[src/rtl/lsrs_pkg.sv]
// -----------------------------------------------------------------------------
// lsrs_pkg
// Constants shared by the load/store reservation station and its neighbours.
//   ROB_SIZE_BIT  : width of a reorder-buffer tag
//   LSRS_SIZE_BIT : log2 of the number of reservation-station entries
//   OP_LOAD/OP_STORE : encoding of the single op bit carried with each entry
// -----------------------------------------------------------------------------
package lsrs_pkg;

    localparam int ROB_SIZE_BIT  = 4;
    localparam int LSRS_SIZE_BIT = 3;

    localparam logic OP_LOAD  = 1'b0;
    localparam logic OP_STORE = 1'b1;   // store or jalr

endpackage

[src/rtl/lsrs_if.sv]
// -----------------------------------------------------------------------------
// lsrs_if
// Bundle of the dispatch, CDB and address-ALU issue signals of the reservation
// station.
//   master : dispatch unit / CDB / ALU side (drives disp_* and cdb_*)
//   slave  : the reservation station (drives full and alu_*)
// -----------------------------------------------------------------------------
interface lsrs_if
    import lsrs_pkg::*;
#(
    parameter int ROB_W = lsrs_pkg::ROB_SIZE_BIT
);
    // dispatch
    logic             disp_valid;
    logic             disp_op;
    logic [11:0]      disp_imm;
    logic [31:0]      disp_vj;
    logic [ROB_W-1:0] disp_qj;
    logic             disp_qj_busy;
    logic [ROB_W-1:0] disp_rob_entry;
    logic             full;
    // common data bus
    logic             cdb_valid;
    logic [ROB_W-1:0] cdb_rob_entry;
    logic [31:0]      cdb_value;
    // issue to the address ALU
    logic             alu_new;
    logic [31:0]      alu_vi;
    logic [11:0]      alu_imm;
    logic             alu_op;
    logic [ROB_W-1:0] alu_rob_entry;

    modport master (
        output disp_valid, disp_op, disp_imm, disp_vj, disp_qj, disp_qj_busy,
               disp_rob_entry, cdb_valid, cdb_rob_entry, cdb_value,
        input  full, alu_new, alu_vi, alu_imm, alu_op, alu_rob_entry
    );

    modport slave (
        input  disp_valid, disp_op, disp_imm, disp_vj, disp_qj, disp_qj_busy,
               disp_rob_entry, cdb_valid, cdb_rob_entry, cdb_value,
        output full, alu_new, alu_vi, alu_imm, alu_op, alu_rob_entry
    );

endinterface

[src/rtl/lsrs_pick.sv]
// -----------------------------------------------------------------------------
// lsrs_pick
// Lowest-index find-first-set encoder.
//   req   : request vector, bit 0 has highest priority
//   found : any request bit set
//   idx   : index of the lowest set bit (0 when none set)
// -----------------------------------------------------------------------------
module lsrs_pick #(
    parameter int N = 8,
    parameter int W = 3
) (
    input  logic [N-1:0] req,
    output logic         found,
    output logic [W-1:0] idx
);

    always_comb begin
        found = |req;
        idx   = '0;
        // scan downwards so the lowest set bit is the last one written
        for (int i = N - 1; i >= 0; i--) begin
            if (req[i]) begin
                idx = W'(i);
            end
        end
    end

endmodule

[src/rtl/lsrs.sv]
// -----------------------------------------------------------------------------
// lsrs
// Load/store reservation station. Holds dispatched memory ops until their base
// register value is available, snoops the CDB for it, and issues one ready
// entry per cycle (lowest index first) to the address ALU.
//   clk_in   : clock, rising edge
//   rst_in   : asynchronous active-high reset
//   rdy_in   : global pause, low freezes all state
//   clear_in : misprediction flush, empties the station
//   bus      : dispatch / CDB / ALU issue signals (lsrs_if.slave)
// -----------------------------------------------------------------------------
module lsrs
    import lsrs_pkg::*;
#(
    parameter int LSRS_SIZE_BIT = lsrs_pkg::LSRS_SIZE_BIT,
    parameter int ROB_SIZE_BIT  = lsrs_pkg::ROB_SIZE_BIT
) (
    input  logic  clk_in,
    input  logic  rst_in,
    input  logic  rdy_in,
    input  logic  clear_in,
    lsrs_if.slave bus
);

    localparam int N = 1 << LSRS_SIZE_BIT;

    // entry storage
    logic [N-1:0]            busy_q, busy_d;
    logic [N-1:0]            qj_busy_q, qj_busy_d;
    logic [N-1:0]            op_q, op_d;
    logic [11:0]             imm_q [N];
    logic [11:0]             imm_d [N];
    logic [31:0]             vj_q  [N];
    logic [31:0]             vj_d  [N];
    logic [ROB_SIZE_BIT-1:0] qj_q  [N];
    logic [ROB_SIZE_BIT-1:0] qj_d  [N];
    logic [ROB_SIZE_BIT-1:0] rob_q [N];
    logic [ROB_SIZE_BIT-1:0] rob_d [N];

    // issue registers
    logic                    alu_new_q, alu_new_d;
    logic [31:0]             alu_vi_q, alu_vi_d;
    logic [11:0]             alu_imm_q, alu_imm_d;
    logic                    alu_op_q, alu_op_d;
    logic [ROB_SIZE_BIT-1:0] alu_rob_q, alu_rob_d;

    logic [N-1:0]             free_vec, ready_vec;
    logic                     free_found, ready_found;
    logic [LSRS_SIZE_BIT-1:0] free_idx, ready_idx;
    logic                     full;

    // Ready is taken from registered state only, so a CDB wake-up or a
    // dispatch at this edge can issue no earlier than the next edge.
    for (genvar gi = 0; gi < N; gi++) begin : g_vec
        assign free_vec[gi]  = ~busy_q[gi];
        assign ready_vec[gi] = busy_q[gi] & ~qj_busy_q[gi];
    end

    lsrs_pick #(.N(N), .W(LSRS_SIZE_BIT)) u_pick_free (
        .req   (free_vec),
        .found (free_found),
        .idx   (free_idx)
    );

    lsrs_pick #(.N(N), .W(LSRS_SIZE_BIT)) u_pick_ready (
        .req   (ready_vec),
        .found (ready_found),
        .idx   (ready_idx)
    );

    // Full looks at start-of-cycle occupancy; a slot freed by this cycle's
    // issue is not offered to dispatch until the next cycle.
    assign full     = &busy_q;
    assign bus.full = full;

    always_comb begin
        busy_d    = busy_q;
        qj_busy_d = qj_busy_q;
        op_d      = op_q;
        imm_d     = imm_q;
        vj_d      = vj_q;
        qj_d      = qj_q;
        rob_d     = rob_q;
        alu_new_d = alu_new_q;
        alu_vi_d  = alu_vi_q;
        alu_imm_d = alu_imm_q;
        alu_op_d  = alu_op_q;
        alu_rob_d = alu_rob_q;

        if (clear_in) begin
            busy_d    = '0;
            alu_new_d = 1'b0;
        end else if (rdy_in) begin
            // CDB snoop on waiting entries
            if (bus.cdb_valid) begin
                for (int i = 0; i < N; i++) begin
                    if (busy_q[i] && qj_busy_q[i] && qj_q[i] == bus.cdb_rob_entry) begin
                        vj_d[i]      = bus.cdb_value;
                        qj_busy_d[i] = 1'b0;
                    end
                end
            end

            // issue
            if (ready_found) begin
                alu_new_d         = 1'b1;
                alu_vi_d          = vj_q[ready_idx];
                alu_imm_d         = imm_q[ready_idx];
                alu_op_d          = op_q[ready_idx];
                alu_rob_d         = rob_q[ready_idx];
                busy_d[ready_idx] = 1'b0;
            end else begin
                alu_new_d = 1'b0;
            end

            // dispatch; the chosen slot is free so it never collides with issue
            if (bus.disp_valid && !full && free_found) begin
                busy_d[free_idx] = 1'b1;
                op_d[free_idx]   = bus.disp_op;
                imm_d[free_idx]  = bus.disp_imm;
                qj_d[free_idx]   = bus.disp_qj;
                rob_d[free_idx]  = bus.disp_rob_entry;
                // operand arriving on the CDB in the dispatch cycle itself
                if (bus.disp_qj_busy && bus.cdb_valid && bus.cdb_rob_entry == bus.disp_qj) begin
                    vj_d[free_idx]      = bus.cdb_value;
                    qj_busy_d[free_idx] = 1'b0;
                end else begin
                    vj_d[free_idx]      = bus.disp_vj;
                    qj_busy_d[free_idx] = bus.disp_qj_busy;
                end
            end
        end
    end

    always_ff @(posedge clk_in or posedge rst_in) begin
        if (rst_in) begin
            busy_q    <= '0;
            qj_busy_q <= '0;
            op_q      <= '0;
            for (int i = 0; i < N; i++) begin
                imm_q[i] <= '0;
                vj_q[i]  <= '0;
                qj_q[i]  <= '0;
                rob_q[i] <= '0;
            end
            alu_new_q <= 1'b0;
            alu_vi_q  <= '0;
            alu_imm_q <= '0;
            alu_op_q  <= 1'b0;
            alu_rob_q <= '0;
        end else begin
            busy_q    <= busy_d;
            qj_busy_q <= qj_busy_d;
            op_q      <= op_d;
            imm_q     <= imm_d;
            vj_q      <= vj_d;
            qj_q      <= qj_d;
            rob_q     <= rob_d;
            alu_new_q <= alu_new_d;
            alu_vi_q  <= alu_vi_d;
            alu_imm_q <= alu_imm_d;
            alu_op_q  <= alu_op_d;
            alu_rob_q <= alu_rob_d;
        end
    end

    assign bus.alu_new       = alu_new_q;
    assign bus.alu_vi        = alu_vi_q;
    assign bus.alu_imm       = alu_imm_q;
    assign bus.alu_op        = alu_op_q;
    assign bus.alu_rob_entry = alu_rob_q;

endmodule

[src/flat_wrapper.sv]
// flat-port wrapper written by rule: the top's interface ports become plain ports
module lsrs_flat import lsrs_pkg::*;
#(
    parameter int LSRS_SIZE_BIT = lsrs_pkg::LSRS_SIZE_BIT,
    parameter int ROB_SIZE_BIT  = lsrs_pkg::ROB_SIZE_BIT
)
  (clk_in, rst_in, rdy_in, clear_in, bus_disp_valid, bus_disp_op, bus_disp_imm, bus_disp_vj, bus_disp_qj, bus_disp_qj_busy, bus_disp_rob_entry, bus_cdb_valid, bus_cdb_rob_entry, bus_cdb_value, bus_full, bus_alu_new, bus_alu_vi, bus_alu_imm, bus_alu_op, bus_alu_rob_entry);
  lsrs_if #(.ROB_W(ROB_SIZE_BIT)) bus_i ();
  input  logic clk_in;
  input  logic rst_in;
  input  logic rdy_in;
  input  logic clear_in;
  input wire logic [$bits(bus_i.disp_valid)-1:0] bus_disp_valid;
  input wire logic [$bits(bus_i.disp_op)-1:0] bus_disp_op;
  input wire logic [$bits(bus_i.disp_imm)-1:0] bus_disp_imm;
  input wire logic [$bits(bus_i.disp_vj)-1:0] bus_disp_vj;
  input wire logic [$bits(bus_i.disp_qj)-1:0] bus_disp_qj;
  input wire logic [$bits(bus_i.disp_qj_busy)-1:0] bus_disp_qj_busy;
  input wire logic [$bits(bus_i.disp_rob_entry)-1:0] bus_disp_rob_entry;
  input wire logic [$bits(bus_i.cdb_valid)-1:0] bus_cdb_valid;
  input wire logic [$bits(bus_i.cdb_rob_entry)-1:0] bus_cdb_rob_entry;
  input wire logic [$bits(bus_i.cdb_value)-1:0] bus_cdb_value;
  output wire logic [$bits(bus_i.full)-1:0] bus_full;
  output wire logic [$bits(bus_i.alu_new)-1:0] bus_alu_new;
  output wire logic [$bits(bus_i.alu_vi)-1:0] bus_alu_vi;
  output wire logic [$bits(bus_i.alu_imm)-1:0] bus_alu_imm;
  output wire logic [$bits(bus_i.alu_op)-1:0] bus_alu_op;
  output wire logic [$bits(bus_i.alu_rob_entry)-1:0] bus_alu_rob_entry;
  assign bus_i.disp_valid = bus_disp_valid;
  assign bus_i.disp_op = bus_disp_op;
  assign bus_i.disp_imm = bus_disp_imm;
  assign bus_i.disp_vj = bus_disp_vj;
  assign bus_i.disp_qj = bus_disp_qj;
  assign bus_i.disp_qj_busy = bus_disp_qj_busy;
  assign bus_i.disp_rob_entry = bus_disp_rob_entry;
  assign bus_i.cdb_valid = bus_cdb_valid;
  assign bus_i.cdb_rob_entry = bus_cdb_rob_entry;
  assign bus_i.cdb_value = bus_cdb_value;
  assign bus_full = bus_i.full;
  assign bus_alu_new = bus_i.alu_new;
  assign bus_alu_vi = bus_i.alu_vi;
  assign bus_alu_imm = bus_i.alu_imm;
  assign bus_alu_op = bus_i.alu_op;
  assign bus_alu_rob_entry = bus_i.alu_rob_entry;
  lsrs #(.LSRS_SIZE_BIT(LSRS_SIZE_BIT), .ROB_SIZE_BIT(ROB_SIZE_BIT)) u_core (.clk_in(clk_in), .rst_in(rst_in), .rdy_in(rdy_in), .clear_in(clear_in), .bus(bus_i));
endmodule
[config.mk]
export PLATFORM = sky130hd
export DESIGN_NAME = lsrs_flat
export DESIGN_NICKNAME = d
export VERILOG_FILES = /design/src/rtl/lsrs_pkg.sv /design/src/rtl/lsrs_if.sv /design/src/rtl/lsrs_pick.sv /design/src/rtl/lsrs.sv /design/src/flat_wrapper.sv
export SDC_FILE = /design/constraint.sdc
export NUM_CORES = 1
export LEC_CHECK = 0
export CORE_AREA = 2 2 247 249
export DETAILED_ROUTE_END_ITERATION = 12
export DIE_AREA = 0 0 249 251
export SYNTH_ARGS = -nofsm -noshare
export SYNTH_HDL_FRONTEND = slang
export SYNTH_SLANG_ARGS = --single-unit
[constraint.sdc]
create_clock -name clk_in -period 40.3 [get_ports clk_in]
set_input_delay 4.03 -clock clk_in [delete_from_list [all_inputs] [get_ports clk_in]]
set_output_delay 4.03 -clock clk_in [all_outputs]
set_load 0.01 [all_outputs]
# [Yosys cells after proc, flatten, opt, wreduce, memory -nomap -nowiden]
# Index checks and enable logic that the tools add are counted.
# W data, S select, Z words.
[op_classes] muxes=79 bitwise=32 eq_ne=9 n_reduce_logical=31 n_lt_le_gt_ge=7
[ops] operator="$mux W256" n=5
[ops] operator="$bwmux W256" n=2
[ops] operator="$mux W32" n=11
[ops] operator="$bmux W32 S3" n=1
[ops] operator="$bwmux W96" n=1
[ops] operator="$demux W32 S3" n=1
[ops] operator="$mux W8" n=11
[ops] operator="$bwmux W32" n=2
[ops] operator="$mux W3" n=16
[ops] operator="$bmux W12 S3" n=1
[ops] operator="$demux W12 S3" n=1
[ops] operator="$eq A4 B4 Y1" n=9
[ops] operator="$mux W12" n=3
[ops] operator="$logic_and A1 B1 Y1" n=23
[ops] operator="$not A1 Y1" n=17
[ops] operator="$and A8 B8 Y8" n=2
[ops] operator="$bwmux W8" n=2
[ops] operator="$not A8 Y8" n=2
[ops] operator="$reduce_or A8 Y1" n=2
[ops] operator="$mux W1" n=14
[ops] operator="$bmux W4 S3" n=1
[ops] operator="$demux W4 S3" n=1
[ops] operator="$mux W4" n=3
[ops] operator="$and A1 B1 Y1" n=8
[ops] operator="other kinds (13)" n=19
[word_totals] output_inout_bits=51 ff_bits=490 inputBits=96 wordCells=198

# [Longest topological paths before layout]
[logic_depth] depth_word=23 depth_mapped=10 depth_no_buf=6

# [Hierarchy]
# A second synthesis with hierarchy kept.
[unflattened] hier_cells=1904 hier_area_um2=23824.1
[by_module_without_submodules] module="lsrs" area_each_um2=23661.4 n_inst=1 seq_area_each_um2=12261.8 cells_each=1878
[by_module_without_submodules] module="lsrs_pick" area_each_um2=81.3 n_inst=2 seq_area_each_um2=0.0 cells_each=13

# [Worst setup path after synthesis]
# OpenSTA, ideal clock, no wires.
[synth_path] path_kind="input port to flip-flop" from="in bus_cdb_rob_entry[3]" to="reg u_core.vj_q[225] (netlist name)" t_required_ps=40178 n_path_buf=3 t_arrival_ps=5605 path_slack_ps=34573 stages=8 setup_ps=122 path_cell_list="buf_4 > xor2_1 > or4_1 > or2_2 > clkbuf_1 > buf_2 > o22ai_1 > nor2_1"
[synth_via] elab_chain_cells=9 elab_cells_between_ends=12 classes_between="eq/ne (2); mux (8); reduce/logical (2)"
[synth_lines] item="from (decl)" line_no="flat_wrapper.sv:21" rtl="input wire logic [$bits(bus_i.cdb_rob_entry)-1:0] bus_cdb_rob_entry;"
[synth_lines] item="$eq A4 B4 Y1" line_no="lsrs.sv:97" rtl="if (busy_q[i] && qj_busy_q[i] && qj_q[i] == bus.cdb_rob_entry) begin"
[synth_lines] item="$logic_and A1 B1 Y1" line_no="lsrs.sv:97"
[synth_lines] item="$mux W32" line_no="lsrs.sv:97"
[synth_lines] item="$mux W256" line_no="lsrs.sv:95" rtl="if (bus.cdb_valid) begin"
[synth_lines] item="$mux W256" line_no="lsrs.sv:93" rtl="end else if (rdy_in) begin"
[synth_lines] item="$mux W256" line_no="lsrs.sv:90" rtl="if (clear_in) begin"
[synth_lines] item="$bwmux W256 (on tied branches)" line_no="lsrs.sv:128, lsrs.sv:125"
[synth_lines] item="$mux W256" line_no="lsrs.sv:124" rtl="if (bus.disp_qj_busy && bus.cdb_valid && bus.cdb_rob_entry == bus.disp_qj) begin"
[synth_lines] item="$mux W256 (*)" line_no="lsrs.sv:117" rtl="if (bus.disp_valid && !full && free_found) begin"
[synth_lines] item="to (signal assigned)" line_no="lsrs.sv:156" rtl="vj_q <= vj_d;"
[synth_lines] item="to (decl)" line_no="lsrs.sv:33" rtl="logic [31:0] vj_q [N];"
# Mark *: on every way between the ends. The rest lies on a longest branch, timed or not. The select of a mux whose other input is x is not followed.
# A chain may end at the register's enable or synchronous reset.

# [Worst setup path after layout]
[layout_path] from="in bus_cdb_rob_entry[1]" to="reg u_core.vj_q[223] (netlist name)"
# Same word-level chain as after synthesis.

==> flow_metrics.py <==
metrics = {
    "placed_design": {
        "dpl-instance-area_sq_mm": 0.0257,
        "hpwlAfterDp_microns": 44900,
        "place_ws_ns": 32.77,
        "dp.cells": 2922,
        "port-buffer-count": 146,
        "gp_congestion": 0.835,
    },
    "floorplan": {
        "dieArea_sq_mm": 0.0625,
        "rows": 90,
        "die_h_microns": 251,
        "fp.coreArea_sq_mm": 0.0598,
        "die_x_microns": 249,
        "initial_utilization_pct": 39.8,
        "io_pins": 147,
    },
    "yosys": {
        "synth_top_family_by_area": "compound AO/OA/AOI/OAI gates",
        "netlist_area_sq_mm": 0.0238,
        "syn_area_per_cell_sq_um": 10.9,
        "synth_compound_area_share_pct": 22.3,
        "synth-edff-count": 0,
        "synth.top_cell.area_share_pct": 51.5,
        "muxShareOfSynthArea_pct": 12.9,
        "synth.area.top_cells": "dfrtp_1, mux2_2, o22ai_1",
        "synth_xor_area_share_pct": 1.33,
        "synth_most_common_cell": "dfrtp_1",
        "async_flop_share_pct": 100,
        "synth_fp_nets": 2276,
        "yosys.area.top_type": "dfrtp_1",
        "ys_ff_latch": 490,
        "synthTopCellsByCount": "dfrtp_1, o22ai_1, mux2_2, a21oi_1, nor2_1",
        "synth_adder_area_share_pct": 0,
        "syn_inst": 2180,
        "synth_ff_type": "dfrtp_1",
        "synth_cell_type_count": 71,
        "synthSimpleGateAreaFrac_pct": 7.19,
        "ys_warn_count": 0,
        "yosysSeqAreaShare_pct": 51.5,
    },
    "clock_network": {
        "cts_max_level": 2,
        "clk_root_buffer_cell": "clkbuf_16",
        "max-clock-path-buffers": 3,
        "cts_tree": "built",
        "clkTransAtPathRegs_ns": 0.06,
        "cts-resized-gates": 0,
        "cts_hold_buf": 0,
        "cts.sinks": 490,
        "cts_setup_buffers": 0,
        "cts_made_buffers": 53,
        "worstSkewPairLatency_ns": 0.63,
    },
    "timing": {
        "rsz0062_at_grt": "no",
        "slew_viol_final": 0,
        "setup_violations": 0,
        "holdWs_ns": 0.484,
        "slew_headroom_pct": 0.0472,
        "layout_setup_ws_ns": 33.36,
        "fin_crit_ns": 6.94,
        "tightest_slew_ns": 1.50,
        "skew_ns": 0.0233,
        "hold_violations": 0,
        "clock.fmax_mhz": 144,
        "period_share_pct": 17.2,
        "tns_ns": 0,
    },
    "finish": {
        "fillCellCount": 5448,
        "stdcell_count": 3018,
        "fin_util_pct": 45.9,
        "n_antenna_cell": 0,
        "final_area_sq_mm": 0.0274,
        "final_net_count": 2291,
        "seqCellArea_sq_mm": 0.0123,
        "syn_to_final_growth_pct": 15.3,
        "layout-drive-gt1-share_pct": 16.8,
        "multiInputGateArea_sq_mm": 0.0105,
    },
    "critical_path": {
        "cpMostUsedCell": "buf_4",
        "max_stage_delay_ns": 0.82,
        "endpoint_kind": "register",
        "cp.required_ns": 40.80,
        "ff2ff_setup_slack_ns": 35.95,
        "start_kind": "input port",
        "critPathArrivalTime_ns": 7.44,
        "path_buf_inv": 4,
        "worstPathMaxFanout": 33,
        "critical-path-top-delay-family": "buffers and inverters",
        "crit_type": "input port to register",
        "cpMaxStageDelayCell": "clkdlybuf4s50_1",
        "crit_path_cell_trace": "clkdlybuf4s50_1 > xnor2_1 > nand4_1 > or4_1 > buf_4 > a21oi_4 > buf_4 > inv_2 > a221o_1",
    },
    "grt": {
        "grt_busiest_layer": "met2",
        "grt_pass1_wl_microns": 124000,
        "grt_pass1_vias": 19700,
        "overflow": 0,
        "use_met2_pct": 42.2,
        "grt.met1_usage_pct": 33.5,
        "globalRouteMet3Util_pct": 6.04,
        "antenna_found_initial": 1,
        "grt_usage_pct": 25.8,
        "grt_max_degree": 227,
    },
    "power_and_ir_drop": {
        "power_mw": 1.26,
        "clkPwrFrac_pct": 39.1,
        "p_int_uw": 926,
        "p_sw_share_pct": 26.6,
        "cellLeakagePower_nw": 11.6,
        "power_switching_uw": 335,
        "p_comb_share_pct": 14.6,
        "pwr-share-seq_pct": 46.3,
        "peakVddDrop_mv": 0.0326,
        "power.density_mw_per_mm2": 46.0,
    },
    "route": {
        "dr.pass1.iters": 5,
        "route.detailed.drc": 0,
        "wl_per_cell_microns": 27.2,
        "viasPerCell": 6.44,
        "first_iter_violations": 2128,
        "wirelength_microns": 82100,
        "final_antenna_net_count": 0,
        "vias": 19400,
    },
    "outcome": {
        "status": "complete, no violations",
    },
    "hold_path": {
        "hp-class": "register to register",
    },
    "run": {
        "drv_cap": 0,
    },
}
## path summary, 6_finish.rpt
check | depth (start not counted) | from | end
worst max-delay path | 9 | bus_cdb_rob_entry[1] | u_core.vj_q[223]$_DFFE_PP0P_
worst min-delay path | 1 | u_core.rob_q[25]$_DFFE_PP0P_ | u_core.rob_q[25]$_DFFE_PP0P_
worst max register to register | 7 | u_core.busy_q[0]$_DFFE_PP0P_ | u_core.bus.alu_imm[9]$_DFFE_PP0P_
worst min register to register | 1 | u_core.rob_q[25]$_DFFE_PP0P_ | u_core.rob_q[25]$_DFFE_PP0P_
max in group asynchronous | 4 | rst_in | u_core.imm_q[58]$_DFFE_PP0P_
min in group asynchronous | 2 | rst_in | u_core.qj_q[12]$_DFFE_PP0P_
## cell usage in the layout, fill, tap and decap left out, types with 14 or more instances in the layout
cell,count
a21oi_1,151
a221o_1,23
a221oi_1,26
a22oi_1,15
a2bb2oi_1,124
buf_4,49
clkbuf_1,17
clkbuf_16,53
clkbuf_8,14
clkdlybuf4s50_1,146
dfrtp_1,490
mux2_2,194
mux2i_1,82
nand2_1,117
nor2_1,149
nor3_1,49
o21ai_0,16
o221ai_1,17
o22ai_1,267
o32a_1,48
xor2_1,25
## power groups by stage
stage          Combinational, mW  Sequential, mW  Clock (mW)
3_5_place_dp               0.185           0.592           0
4_1_cts                    0.186           0.584       0.500
3_3_place_gp               0.181           0.591           0
6_report                   0.184           0.584       0.493
2_1_floorplan             0.0926           0.588           0
5_1_grt                    0.200           0.590       0.519
## kinds of logic (layout without fill, tap and decap cells)
group,count (synthesis),after routing
AOI/OAI and AO/OA,739,739
DFF,490,490
and+or+nand+nor,384,384
muxes,281,281
buffers and inverters,250,306
xor gates and xnor gates,36,36
## routing by layer
layer  share of wire, %  routed length, microns  vias to the layer above
li1                   -                       -                     8292
met2                 47                   38800                     1026
met3                8.9                    7290                      207
met1                 40                   33200                     9921
met5              0.016                      13                        -
met4                3.4                    2820                        2
## sequential cells by signal (all words and copies together), names as in the netlist
name                      cells
u_core.imm_q                 96
u_core.vj_q                 256
u_core.bus.alu_rob_entry      4
u_core.busy_q                 8
u_core.bus.alu_vi            32
u_core.qj_busy_q              8
u_core.bus.alu_imm           12
u_core.op_q                   8
u_core.bus.alu_op             1
u_core.bus.alu_new            1
u_core.rob_q                 32
u_core.qj_q                  32
## area by class of cell
| cell class | instances | area share, % |
|---|---|---|
| sequential | 490 | 44.7 |
| multi-input combinational | 1440 | 38.4 |
| timing repair buffer | 196 | 6.74 |
| clock buffer | 84 | 5.77 |
| tap | 782 | 3.57 |
| clock inverter | 12 | 0.588 |
| inverter | 14 | 0.219 |
Note: power is estimated with default switching activity, not from simulation.
